## src/rtl/stage_ctrl_pkg.sv

```systemverilog
// Shared definitions for the stage_ctrl multi-cycle sequencer: state encoding,
// the reset instruction and the wait-counter width.
package stage_ctrl_pkg;

  localparam int unsigned STG_STATE_WIDTH = 3;
  localparam int unsigned STG_TO_WIDTH    = 16;
  localparam logic [31:0] NOP_INST        = 32'h0000_0013;

  typedef enum logic [STG_STATE_WIDTH-1:0] {
    STG_IDLE       = 3'd0,
    STG_FETCH_REQ  = 3'd1,
    STG_FETCH_WAIT = 3'd2,
    STG_EXEC       = 3'd3,
    STG_MEM_REQ    = 3'd4,
    STG_MEM_WAIT   = 3'd5,
    STG_WB         = 3'd6,
    STG_HALT       = 3'd7
  } stg_state_e;

endpackage

```

## src/rtl/stage_ctrl_timeout.sv

```systemverilog
// stage_timeout: saturating wait counter for stage_ctrl; expired flags the last
// permitted cycle of a wait state.
module stage_timeout
  import stage_ctrl_pkg::*;
#(
  parameter int unsigned LIMIT = 255
) (
  input  logic clk,
  input  logic rst,
  input  logic clr,
  input  logic inc,
  output logic expired
);

  localparam logic [STG_TO_WIDTH-1:0] LAST = STG_TO_WIDTH'(LIMIT - 1);

  logic [STG_TO_WIDTH-1:0] cnt;

  always_ff @(posedge clk or negedge rst) begin
    if (!rst) begin
      cnt <= '0;
    end else if (clr) begin
      cnt <= '0;
    end else if (inc && (cnt < LAST)) begin
      cnt <= cnt + 1'b1;
    end
  end

  // cnt holds the number of cycles already spent waiting, so reaching LAST
  // means the current cycle is the LIMIT-th one.
  assign expired = inc && (cnt >= LAST);

endmodule

```

## src/rtl/stage_ctrl.sv

```systemverilog
// stage_ctrl: FETCH -> EXEC -> (MEM) -> WB sequencer with bus timeout halt.
// Optional performance counters are enabled by defining STAGE_CTRL_PERF_CNT_EN.
module stage_ctrl
  import stage_ctrl_pkg::*;
#(
  parameter int unsigned INST_WIDTH     = 32,
  parameter int unsigned TIMEOUT_CYCLES = 255
`ifdef STAGE_CTRL_PERF_CNT_EN
  , parameter int unsigned CNT_WIDTH    = 64
`endif
) (
  input  logic                  clk,
  input  logic                  rst,
  output logic                  ifu_req_valid_o,
  input  logic                  ifu_req_ready_i,
  input  logic                  ifu_rsp_valid_i,
  input  logic [INST_WIDTH-1:0] inst_i,
  output logic [INST_WIDTH-1:0] inst_o,
  input  logic                  mem_access_i,
  input  logic                  halt_i,
  output logic                  lsu_req_valid_o,
  input  logic                  lsu_req_ready_i,
  input  logic                  lsu_rsp_valid_i,
  output logic                  pc_we_o,
  output logic                  rf_we_en_o,
  output logic                  busy_o,
  output logic                  halted_o,
  output logic                  err_o
`ifdef STAGE_CTRL_PERF_CNT_EN
  , output logic [CNT_WIDTH-1:0] cycle_cnt_o
  , output logic [CNT_WIDTH-1:0] retire_cnt_o
`endif
);

  stg_state_e state, state_next;
  logic       wait_inc, wait_expired;
  logic       load_inst, to_err;

  stage_timeout #(.LIMIT(TIMEOUT_CYCLES)) u_timeout (
    .clk     (clk),
    .rst     (rst),
    .clr     (state_next != state),
    .inc     (wait_inc),
    .expired (wait_expired)
  );

  // Handshake success is tested before expiry so a same-edge ready/response wins.
  always_comb begin
    state_next = state;
    wait_inc   = 1'b0;
    load_inst  = 1'b0;
    to_err     = 1'b0;
    unique case (state)
      STG_IDLE: state_next = STG_FETCH_REQ;
      STG_FETCH_REQ: begin
        wait_inc = 1'b1;
        if (ifu_req_ready_i)   state_next = STG_FETCH_WAIT;
        else if (wait_expired) begin state_next = STG_HALT; to_err = 1'b1; end
      end
      STG_FETCH_WAIT: begin
        wait_inc = 1'b1;
        if (ifu_rsp_valid_i) begin
          state_next = STG_EXEC;
          load_inst  = 1'b1;
        end else if (wait_expired) begin
          state_next = STG_HALT;
          to_err     = 1'b1;
        end
      end
      STG_EXEC: begin
        if (halt_i)            state_next = STG_HALT;
        else if (mem_access_i) state_next = STG_MEM_REQ;
        else                   state_next = STG_WB;
      end
      STG_MEM_REQ: begin
        wait_inc = 1'b1;
        if (lsu_req_ready_i)   state_next = STG_MEM_WAIT;
        else if (wait_expired) begin state_next = STG_HALT; to_err = 1'b1; end
      end
      STG_MEM_WAIT: begin
        wait_inc = 1'b1;
        if (lsu_rsp_valid_i)   state_next = STG_WB;
        else if (wait_expired) begin state_next = STG_HALT; to_err = 1'b1; end
      end
      STG_WB:   state_next = STG_FETCH_REQ;
      STG_HALT: state_next = STG_HALT;
      default:  state_next = STG_HALT;
    endcase
  end

  always_ff @(posedge clk or negedge rst) begin
    if (!rst) begin
      state  <= STG_IDLE;
      inst_o <= INST_WIDTH'(NOP_INST);
      err_o  <= 1'b0;
    end else begin
      state <= state_next;
      if (load_inst) inst_o <= inst_i;
      if (to_err)    err_o  <= 1'b1;
    end
  end

  assign ifu_req_valid_o = (state == STG_FETCH_REQ);
  assign lsu_req_valid_o = (state == STG_MEM_REQ);
  assign pc_we_o         = (state == STG_WB);
  assign rf_we_en_o      = (state == STG_WB);
  assign busy_o          = (state != STG_HALT);
  assign halted_o        = (state == STG_HALT);

`ifdef STAGE_CTRL_PERF_CNT_EN
  always_ff @(posedge clk or negedge rst) begin
    if (!rst) begin
      cycle_cnt_o  <= '0;
      retire_cnt_o <= '0;
    end else begin
      if (busy_o)            cycle_cnt_o  <= cycle_cnt_o + 1'b1;
      if (state == STG_WB)   retire_cnt_o <= retire_cnt_o + 1'b1;
    end
  end
`endif

endmodule

```

## config.mk

```make
export PLATFORM = sky130hd
export DESIGN_NAME = stage_ctrl
export DESIGN_NICKNAME = d
export VERILOG_FILES = /design/src/rtl/stage_ctrl_pkg.sv /design/src/rtl/stage_ctrl_timeout.sv /design/src/rtl/stage_ctrl.sv
export SDC_FILE = /design/constraint.sdc
export NUM_CORES = 1
export LEC_CHECK = 0
export ABC_AREA = 1
export BUFFER_PORTS_ARGS = -buffer_cell sky130_fd_sc_hd__buf_2
export CORE_UTILIZATION = 50
export CTS_BUF_LIST = sky130_fd_sc_hd__clkbuf_16
export CTS_CLUSTER_SIZE = 25
export DETAILED_ROUTE_END_ITERATION = 8
export PLACE_DENSITY = 0.89
export SLEW_MARGIN = 20
export SYNTH_ARGS = -nofsm -noshare
export SYNTH_HDL_FRONTEND = slang
export SYNTH_SLANG_ARGS = --single-unit
```

## constraint.sdc

```tcl
create_clock -name clk -period 1.9 [get_ports clk]
set_input_delay 0.285 -clock clk [delete_from_list [all_inputs] [get_ports clk]]
set_output_delay 0.285 -clock clk [all_outputs]
set_load 0.02 [all_outputs]
```

Word level (Yosys, flattened, before mapping):

Index checks and enable logic that the tools add are counted.

* output and inout port bits: 39
* register bits: 52

* magnitude comparators: 2
* equality and inequality tests: 9
* $add $sub $neg: 1
* muxes and demuxes: 19
* reductions and logical operators: 6

Operator list (number)
* 16-bit 2-to-1 mux: 2
* 3-bit case mux with 7 select lines: 1
* 16-bit by 1-bit adder with 16-bit output (second input constant): 1
* 16-bit by 8-bit >= comparator with 1-bit output (second input constant): 1
* 16-bit by 8-bit < comparator with 1-bit output (second input constant): 1
* 3-bit 2-to-1 mux: 5
* 3-bit == test (second input constant): 4
* 1-bit 2-to-1 mux: 8
* 3-bit by 2-bit == test with 1-bit output (second input constant): 2
* 2-bit 2-to-1 mux: 2
* 1-bit case mux with 4 select lines: 1
* 4-bit OR reduction: 1
* 3-bit by 1-bit == test with 1-bit output (second input constant): 1
* 3-bit logical NOT: 1
* 3-bit != test: 1
* 3-bit != test (second input constant): 1
* 1-bit logical AND: 2
* 2-bit nonzero test: 1
* 2-bit OR reduction: 1

Longest topological paths before layout:

Gate-level depths: netlist (run 1).

* word-level depth: 9
* mapped depth: 15
* mapped depth without buffers: 15

Cells and area by module:

Synthesis (run 1) repeated with hierarchy kept, for this count alone.

* cell total of the unflattened synthesis: 263
* area total of the unflattened synthesis: 2690.1 um^2

By module, submodules not included
* stage_ctrl: area each 1778.0 um^2, sequential area each 904.6 um^2, times used 1, cells each 138
* stage_timeout: area each 912.1 um^2, sequential area each 400.4 um^2, times used 1, cells each 125

Worst setup path after synthesis (run 1):

OpenSTA, ideal clock, no wires.

* kind: flip-flop to output port
* start point: reg state[1]
* end point: out busy_o
* arrival: 1.339 ns
* required time: 1.615 ns
* stages on the path, launching flop included: 5
* buffers on the path: 1
* setup slack: 0.276 ns
* cells stage by stage: dfrtp_1 -> buf_2 -> nand2_1 -> nor2_1 -> clkinv_1

* word-level cells in the longest chain between the ends: 1

RTL lines
* from (decl): line stage_ctrl.sv:35 `stg_state_e state, state_next;`
* from (signal assigned): line stage_ctrl.sv:97 `state <= state_next;`
* 3-bit != test: line stage_ctrl.sv:107 `assign busy_o = (state != STG_HALT);`
* to (decl): line stage_ctrl.sv:26 `output logic busy_o,`

Every way passes these cells.

Final worst setup path (run 1):

* start point: reg state[0]
* end point: out busy_o

The elaborated chain is that of the path after synthesis.

==> results of run 1 <==
-- what timing repair did --
action / CTS / global route
buffers inserted: 0 / 1
hold endpoints to repair: 18 / 0
setup endpoints to repair: 0 / 10
hold buffers: 1 / 0
gates resized for setup: 0 / 5
-- power by group through the flow --
| stage | clock [mW] | combinational [mW] | sequential (mW) |
|---|---|---|---|
| floorplan | 0 | 0.00202 | 1.13 |
| global placement | 0 | 0.0658 | 1.13 |
| detailed placement | 0 | 0.0680 | 1.13 |
| CTS | 0.873 | 0.0699 | 1.11 |
| global route | 0.918 | 0.0777 | 1.11 |
| finish | 0.857 | 0.0684 | 1.11 |
-- layer usage --
metal	wire length [µm]	up-vias	global-route usage (%)
met5	0	-	0
li1	-	874	-
met4	35	0	6.44
met1	2140	830	28.0
met2	2460	86	34.3
met3	357	4	6.27
-- worst max-delay path, delay by kind of cell (launching register included) --
family	cells	cell delay, ns
buffers and inverters	2	0.32
AND/OR/NAND/NOR	2	0.41
flip-flops	1	0.52
-- Yosys cell counts, drive strengths merged (3+ instances only) --
cell   number
dfrtp      49
buf         6
dfstp       3
nor2       37
nand3      10
mux2       32
nand4       3
a21oi       3
inv        25
xor2        3
nor3        3
nand2      28
-- sequential cells by signal, indices dropped and copies added (netlist names) --
register       count
err_o              1
state              3
u_timeout.cnt     16
inst_o            32
-- layout make-up --
cell class                      count  area [µm²]
Fill cell                         303        1440
Sequential cell                    52        1310
Multi-Input combinational cell    135         961
Tap cell                           52        65.1
Timing Repair Buffer               84         463
Inverter                           26         100
Clock inverter                      3        16.3
Clock buffer                        5         125
-- stage by stage --
stage                     util, %  std cells  hold slack (ns)  TNS (ns)
after global routing         67.9        357            0.225    -0.229
after global placement       63.9        346            0.285         0
after detailed placement     63.9        346            0.290         0
after floorplan                 -        218          -0.0106         0
after CTS                    67.3        355            0.225         0
final                        67.9        357            0.229         0
-- cell families after synthesis --
| kind of cell | share of synthesized area [%] |
|---|---|
| AOI/OAI and AO/OA | 3.26 |
| DFF | 54.8 |
| adders and majority gates | 1.05 |
| muxes | 15.1 |
| and+or+nand+nor | 18.4 |
| buffers and inverters | 5.47 |
| xor gates and xnor gates | 1.84 |
-- cells in the final DEF, fill, tap and decap left out, types with 2 or more instances in the layout --
master / Yosys / final
nand2_2: 3 / 5
buf_12: 0 / 2
nand3_1: 5 / 5
nor2_4: 3 / 3
nand2_1: 25 / 23
inv_1: 22 / 23
nor2_1: 32 / 32
a31oi_1: 2 / 2
xnor2_1: 2 / 2
clkinv_1: 1 / 2
ha_1: 2 / 2
buf_2: 5 / 78
xor2_1: 3 / 3
nand3_2: 4 / 4
a21oi_1: 3 / 3
dfrtp_1: 49 / 48
mux2_2: 32 / 32
nor2_2: 2 / 2
buf_4: 1 / 3
nor3_1: 2 / 2
inv_2: 3 / 2
dfstp_2: 3 / 3
clkbuf_16: 0 / 5
nand4_1: 3 / 3
o211ai_1: 2 / 2
-- worst min path at each step --
stage	from	end	cells past startpoint
3_5_place_dp	rst	inst_o[24]	1
5_1_grt	inst_i[11]	inst_o[11]	2
4_1_cts	inst_i[0]	inst_o[0]	2
6_report	inst_i[0]	inst_o[0]	2
3_3_place_gp	rst	inst_o[24]	1
2_1_floorplan	rst	err_o	0
==> flow_metrics.tcl, run 1 <==
set metrics [dict create \
    switchingPower_mw 0.409 \
    cts_max_level 2 \
    crit_end "busy_o" \
    synthCells 218 \
    seqPwrFrac_pct 54.5 \
    initial_core_util_pct 53.2 \
    antenna_cells 0 \
    slew_headroom_pct 65.1 \
    die_y_um 71.0 \
    grt_max_degree 33 \
    place_area_um2 2860 \
    core_um2 4470 \
    cts_made_buffers 5 \
    synth_warnings 0 \
    cp_data_arrival_time_ns 1.53 \
    setup_viol 0 \
    ys_seq_elements 52 \
    vias 1794 \
    pwr_density_cell_nw_per_um2 669 \
    synthTopCellsByArea "dfrtp_1, mux2_2, nor2_1" \
    critPathLaunch "state[0]" \
    area_growth_pct 27.6 \
    clkPwrFrac_pct 42.2 \
    cts-root-buf "clkbuf_16" \
    p_leak_nw 1.71 \
    drtAntennaViolNets 0 \
    reg2reg_depth 14 \
    clkTransAtPathRegs_ns 0.07 \
    swShare_pct 20.1 \
    grt_pass1_wl_um 8290 \
    drt-initial-drc-count 63 \
    drcViolationCount 0 \
    wirelength_um 4990 \
    synthFlopType "dfrtp_1" \
    power_frac_comb_pct 3.4 \
    ios 79 \
    yosysTopAreaCellShare_pct 51.5 \
    place.gp.congestion 0.992 \
    finalPower_mw 2.03 \
    cp-end-kind "output pin" \
    status "completed" \
    synthDistinctLibCells 32 \
    r2r_start "u_timeout.cnt[0]" \
    worst_setup_path_start_kind "flip-flop" \
    wl_per_cell_um 14.0 \
    syn_area_um2 2380 \
    drive_gt1_share_pct 48.5 \
    fin_skew_ns 0.00733 \
    clock.fmax_mhz 552 \
    rrSetupSlack_ns 0.10 \
    syn_avg_cell_area_um2 10.9 \
    crit_fanout 8 \
    viasPerCell 5.03 \
    std_cell_rows 24 \
    syn_nets 260 \
    fin_crit_ns 1.81 \
    grt_overflow_total 0 \
    ir_drop_mv 0.557 \
    clk_latency_ns 0.28 \
    port_buffers 78 \
    async_reset_ff_share_pct 100 \
    grt_pass1_vias 1830 \
    critPathRequiredTime_ns 1.62 \
    synth_top_cell_by_area "dfrtp_1" \
    clk_path_buf_depth 2 \
    maxCapViolCount 0 \
    critPathMaxStageDelay_ns 0.52 \
    internal_power_mw 1.62 \
    synth_enable_flop_cells 0 \
    fin_ws_ns 0.0872 \
    cts_sinks 52 \
    cts_tree "built" \
    finalCritPeriodShare_pct 95.4 \
    rr_endpoint "u_timeout.cnt[1]" \
    track_usage_pct 21.3 \
    finalHoldViolations 0 \
    design_area_um2 3040 \
    dieArea_um2 5040 \
    antenna_found_initial 0 \
    hp-class "primary input to flip-flop" \
    dr.pass1.iters 4 \
    ys_seq_area_share_pct 54.8 \
    die_w_um 71.0 \
    critical_path.slowest_cell "dfrtp_1" \
    slew_viol_final 0 \
    place_ws_ns 0.116 \
    nets 346 \
    tightestPinTransition_ns 0.523 \
    crit_chain "nand2_1 > nor2_1 > clkinv_1 > buf_2" \
    place.detailed.hpwl_um 3440 \
    crit_type "flip-flop to output pin" \
]
Power figures use the tool's default switching activity.
==> run 2: changes to the inputs <==
Settings changed: CORE_MARGIN set to 4.
==> run 2 against run 1 <==
- largest power group is now clock
- highest routed layer unchanged
- cell area grew 1.2%
- critical path depth grew 10
- combinational power grew 0.7%
- die area grew 18%
- utilization grew 0.81 points
==> flow_metrics.tcl, run 2 (same netlist as run 1, synthesis figures left out) <==
set metrics [dict create \
    wl_per_cell_um 13.9 \
    instances_no_fill 357 \
    cp_data_arrival_time_ns 1.88 \
    die_w_um 77.0 \
    power_frac_comb_pct 3.0 \
    critPathRequiredTime_ns 2.07 \
    cts_tree "built" \
    crit_chain "inv_2 > ha_1 > inv_1 > nor2_1 > nand2_1 > nand3_2 > nand2_2 > nand3_1 > nand2_1 > nand3_2 > nand2_1 > nand2_2 > nand2_4 > nor2_1" \
    holdPathStages 2 \
    crit_type "flip-flop to flip-flop" \
    tightestPinTransition_ns 0.399 \
    rr_endpoint "u_timeout.cnt[6]" \
    p_leak_nw 1.73 \
    std_cell_rows 24 \
    crit_fanout 9 \
    dp.cells 347 \
    antenna_found_initial 0 \
    fill_cells 304 \
    port_buffers 78 \
    critical_path.slowest_cell "dfrtp_1" \
    largestRegisters "inst_o (32), u_timeout.cnt (16), state (3)" \
    nets 346 \
    seqPwrFrac_pct 47.8 \
    cts_max_level 2 \
    clk_path_buf_depth 2 \
    cts_made_buffers 5 \
    maxCapViolCount 0 \
    crit_top_cell "nand2_1" \
    drcViolationCount 0 \
    ios 79 \
    cts-root-buf "clkbuf_16" \
    rrSetupSlack_ns 0.19 \
    status "completed" \
    r2r_start "u_timeout.cnt[0]" \
    pwr_density_cell_nw_per_um2 753 \
    swShare_pct 17.9 \
    initial_core_util_pct 53.2 \
    worst_setup_path_start_kind "flip-flop" \
    largest_reg_flops 32 \
    slew_viol_final 0 \
    finalSetupTns_ns 0 \
    mostFrequentLayoutCells "buf_2, dfrtp_1, nor2_1, mux2_2, nand2_1" \
    finalHoldViolations 0 \
    antenna_cells 0 \
    setup_viol 0 \
    dieArea_um2 5930 \
    finalCritPeriodShare_pct 89.9 \
    crit_family "simple AND/OR/NAND/NOR gates" \
    drt-initial-drc-count 59 \
    fin_ws_ns 0.192 \
    cts_sinks 52 \
    grt_pass1_vias 1904 \
    critPathMaxStageDelay_ns 0.39 \
    internal_power_mw 1.90 \
    ir_drop_mv 0.672 \
    critical_path_buf_inv_count 2 \
    hp-class "primary input to flip-flop" \
    clk_latency_ns 0.28 \
    hold_path_end "inst_o[28]" \
    switchingPower_mw 0.415 \
    clock.fmax_mhz 585 \
    grt_pass1_wl_um 8360 \
    place.detailed.hpwl_um 3720 \
    final_common_cell "buf_2" \
    area_growth_pct 29.1 \
    fin_skew_ns 0.00420 \
    fin_crit_ns 1.71 \
    max_flop_register "inst_o" \
    clkPwrFrac_pct 49.2 \
    core_um2 4470 \
    grt_overflow_total 0 \
    slew_headroom_pct 73.4 \
    worst_hold_startpoint "inst_i[28]" \
    place.gp.congestion 0.865 \
    viasPerCell 5.04 \
    dr.pass1.iters 4 \
    drive_gt1_share_pct 49.2 \
    grt_max_degree 39 \
    wirelength_um 4980 \
    cp-end-kind "flip-flop" \
    clkTransAtPathRegs_ns 0.07 \
    place_ws_ns 0.189 \
    die_y_um 77.0 \
    reg2reg_depth 14 \
    drtAntennaViolNets 0 \
    vias 1798 \
    track_usage_pct 17.9 \
    final_util_pct 68.7 \
]
## run 2: what timing repair did
action / CTS / global route
resized for setup: 0 / 4
setup endpoints to repair: 0 / 9
endpoints found under the hold margin: 14 / 0
buffers inserted: 0 / 1
hold buffers: 1 / 0
## run 2: power groups by stage
stage                     Combinational (mW)  Sequential [mW]  Clock [mW]
after floorplan                      0.00202             1.13           0
after global placement                0.0664             1.13           0
after detailed placement              0.0684             1.13           0
after CTS                             0.0710             1.11        1.17
after global routing                  0.0781             1.11        1.23
final                                 0.0689             1.11        1.14
## run 2: metal layers
metal / track usage, % / vias up / wire length, µm
li1: - / 876 / -
met1: 20.0 / 856 / 1910
met2: 31.5 / 62 / 2620
met3: 6.56 / 4 / 402
met4: 5.87 / 0 / 44
met5: 0 / - / 0
## run 2: area by class of cell
type	count	area [µm²]	area share, %
inverter	26	97.6	3.18
sequential	52	1310	42.5
timing repair buffer	85	458	14.9
multi-input combinational	134	952	31.0
tap	52	65.1	2.12
clock inverter	3	68.8	2.24
clock buffer	5	125	4.07
## run 2: worst max-delay path by stage
stage               slack [ns]              from                to  depth (start not counted)
floorplan                 0.28          state[1]            busy_o                          4
global placement          0.23  u_timeout.cnt[0]  u_timeout.cnt[6]                         14
detailed placement        0.19  u_timeout.cnt[0]  u_timeout.cnt[6]                         15
CTS                       0.12  u_timeout.cnt[0]  u_timeout.cnt[6]                         14
global route            -0.003  u_timeout.cnt[0]  u_timeout.cnt[6]                         14
finish                    0.19  u_timeout.cnt[0]  u_timeout.cnt[6]                         14
## run 2: worst register-to-register path: cells and delay by family (launching register included)
family | cells | cell delay, ns
adders and majority gates | 1 | 0.19
and+or+nand+nor | 11 | 0.92
DFF | 1 | 0.39
buffers and inverters | 2 | 0.12
## run 2: per-stage QoR
stage,cell area (µm²),hold slack (ns),power [mW]
detailed placement,2850,0.232,1.20
CTS,3060,0.223,2.34
global route,3070,0.217,2.41
finish,3070,0.229,2.31
floorplan,2380,-0.0106,1.13
global placement,2850,0.229,1.19
==> run 3: changes to the inputs <==
Settings changed: MAX_ROUTING_LAYER set to met4.
==> run 3 against run 2 <==
- largest power group is now sequential cells
- routed wire length rose by 12%
- non-clock buffer count rose by 1
- sequential power barely moved
- register-to-register slack barely moved
- combinational power rose by 3.6%
==> flow_metrics.tcl, run 3 (same netlist as run 1, synthesis figures left out) <==
set metrics [dict create \
    status "completed" \
    finalPower_mw 2.08 \
    crit_end "busy_o" \
    final_common_cell "buf_2" \
    cts_made_buffers 5 \
    max_flop_register "inst_o" \
    drtAntennaViolNets 0 \
    p_leak_nw 1.71 \
    rrSetupSlack_ns 0.20 \
    critPathLaunch "state[0]" \
    die_w_um 77.0 \
    fin_skew_ns 0.00810 \
    drcViolationCount 0 \
    port_buffers 78 \
    finalSetupTns_ns 0 \
    cts_tree "built" \
    tightestPinTransition_ns 0.559 \
    drive_gt1_share_pct 48.7 \
    grt_overflow_total 0 \
    r2r_start "state[0]" \
    hp-class "primary input to flip-flop" \
    cp_data_arrival_time_ns 1.47 \
    cp-end-kind "output pin" \
    ir_drop_mv 0.668 \
    clk_latency_ns 0.29 \
    clk_path_buf_depth 2 \
    fin_crit_ns 1.75 \
    finalHoldViolations 0 \
    dieArea_um2 5930 \
    rr_endpoint "u_timeout.cnt[2]" \
    antenna_cells 0 \
    reg2reg_depth 11 \
    cts_sinks 52 \
    track_usage_pct 21.0 \
    mostFrequentLayoutCells "buf_2, dfrtp_1, nor2_1, mux2_2, nand2_1" \
    slew_viol_final 0 \
    die_y_um 77.0 \
    grt_max_degree 25 \
    clkTransAtPathRegs_ns 0.07 \
    wirelength_um 5600 \
    maxCapViolCount 0 \
    grt_pass1_vias 1987 \
    viasPerCell 5.25 \
    core_um2 4470 \
    slew_headroom_pct 62.7 \
    vias 1878 \
    wl_per_cell_um 15.6 \
    antenna_found_initial 0 \
    largestRegisters "inst_o (32), u_timeout.cnt (16), state (3)" \
    crit_type "flip-flop to output pin" \
    worst_hold_startpoint "inst_i[27]" \
    finalCritPeriodShare_pct 92.2 \
    crit_fanout 8 \
    place.detailed.hpwl_um 3830 \
    place.gp.congestion 0.910 \
    setup_viol 0 \
    grt_pass1_wl_um 9400 \
    area_growth_pct 27.3 \
    cts_max_level 2 \
    clock.fmax_mhz 571 \
    worst_setup_path_start_kind "flip-flop" \
    cts-root-buf "clkbuf_16" \
    drt-initial-drc-count 104 \
    ios 79 \
    initial_core_util_pct 53.2 \
    std_cell_rows 24 \
    nets 347 \
    dr.pass1.iters 4 \
    fill_cells 309 \
    pwr_density_cell_nw_per_um2 686 \
    critPathRequiredTime_ns 1.62 \
    holdPathStages 2 \
    largest_reg_flops 32 \
]
==> run 3: routing by layer <==
| layer | global-route usage, % | vias up | share of wire [%] |
|---|---|---|---|
| met3 | 5.85 | 17 | 7.0 |
| met5 | - | - | 0 |
| met4 | 10.5 | 0 | 3.0 |
| met1 | 24.3 | 897 | 40 |
| li1 | - | 877 | - |
| met2 | 33.8 | 87 | 50 |
==> run 3: what timing repair did <==
| action | in CTS | in global routing |
|---|---|---|
| resized for setup | 0 | 2 |
| endpoints found under the setup margin | 0 | 10 |
| hold buffers | 1 | 0 |
| buffers inserted | 0 | 1 |
| hold endpoints to repair | 22 | 0 |
==> run 3: cell type report <==
class                           count  area (µm²)  area share [%]
Clock buffer                        5         125            4.13
Clock inverter                      3        21.3           0.702
Inverter                           26        97.6            3.22
Multi-Input combinational cell    134         950            31.3
Sequential cell                    52        1310            43.1
Tap cell                           52        65.1            2.15
Timing Repair Buffer               86         465            15.4
==> run 3: worst min-delay path by stage <==
stage,to,slack (ns)
4_1_cts,inst_o[27],0.21
6_report,inst_o[27],0.22
2_1_floorplan,err_o,-0.01
3_5_place_dp,inst_o[12],0.30
3_3_place_gp,inst_o[12],0.31
5_1_grt,inst_o[21],0.22
==> run 3: metrics by stage <==
stage	util (%)	setup slack, ns	hold slack [ns]	cell area, µm²	instances
3_5_place_dp	63.9	0.150	0.297	2860	348
2_1_floorplan	-	0.276	-0.0106	2380	218
4_1_cts	67.4	0.115	0.215	3020	357
3_3_place_gp	63.9	0.210	0.310	2860	348
5_1_grt	67.7	-0.00388	0.217	3030	358
6_report	67.7	0.148	0.219	3030	358
==> run 3: report_power, final <==
group / internal [mW] / leakage, nW / switching [mW]
sequential: 1.11 / 0.695 / 0
combinational: 0.0357 / 0.942 / 0.0357
clock: 0.491 / 0.0702 / 0.411
==> run 3: worst max-delay path, stage by stage, from the launching register on <==
cell and delay [ns]:
dfrtp_1 0.52, nand2_1 0.15, nor2_1 0.20, clkinv_1 0.13, buf_2 0.18
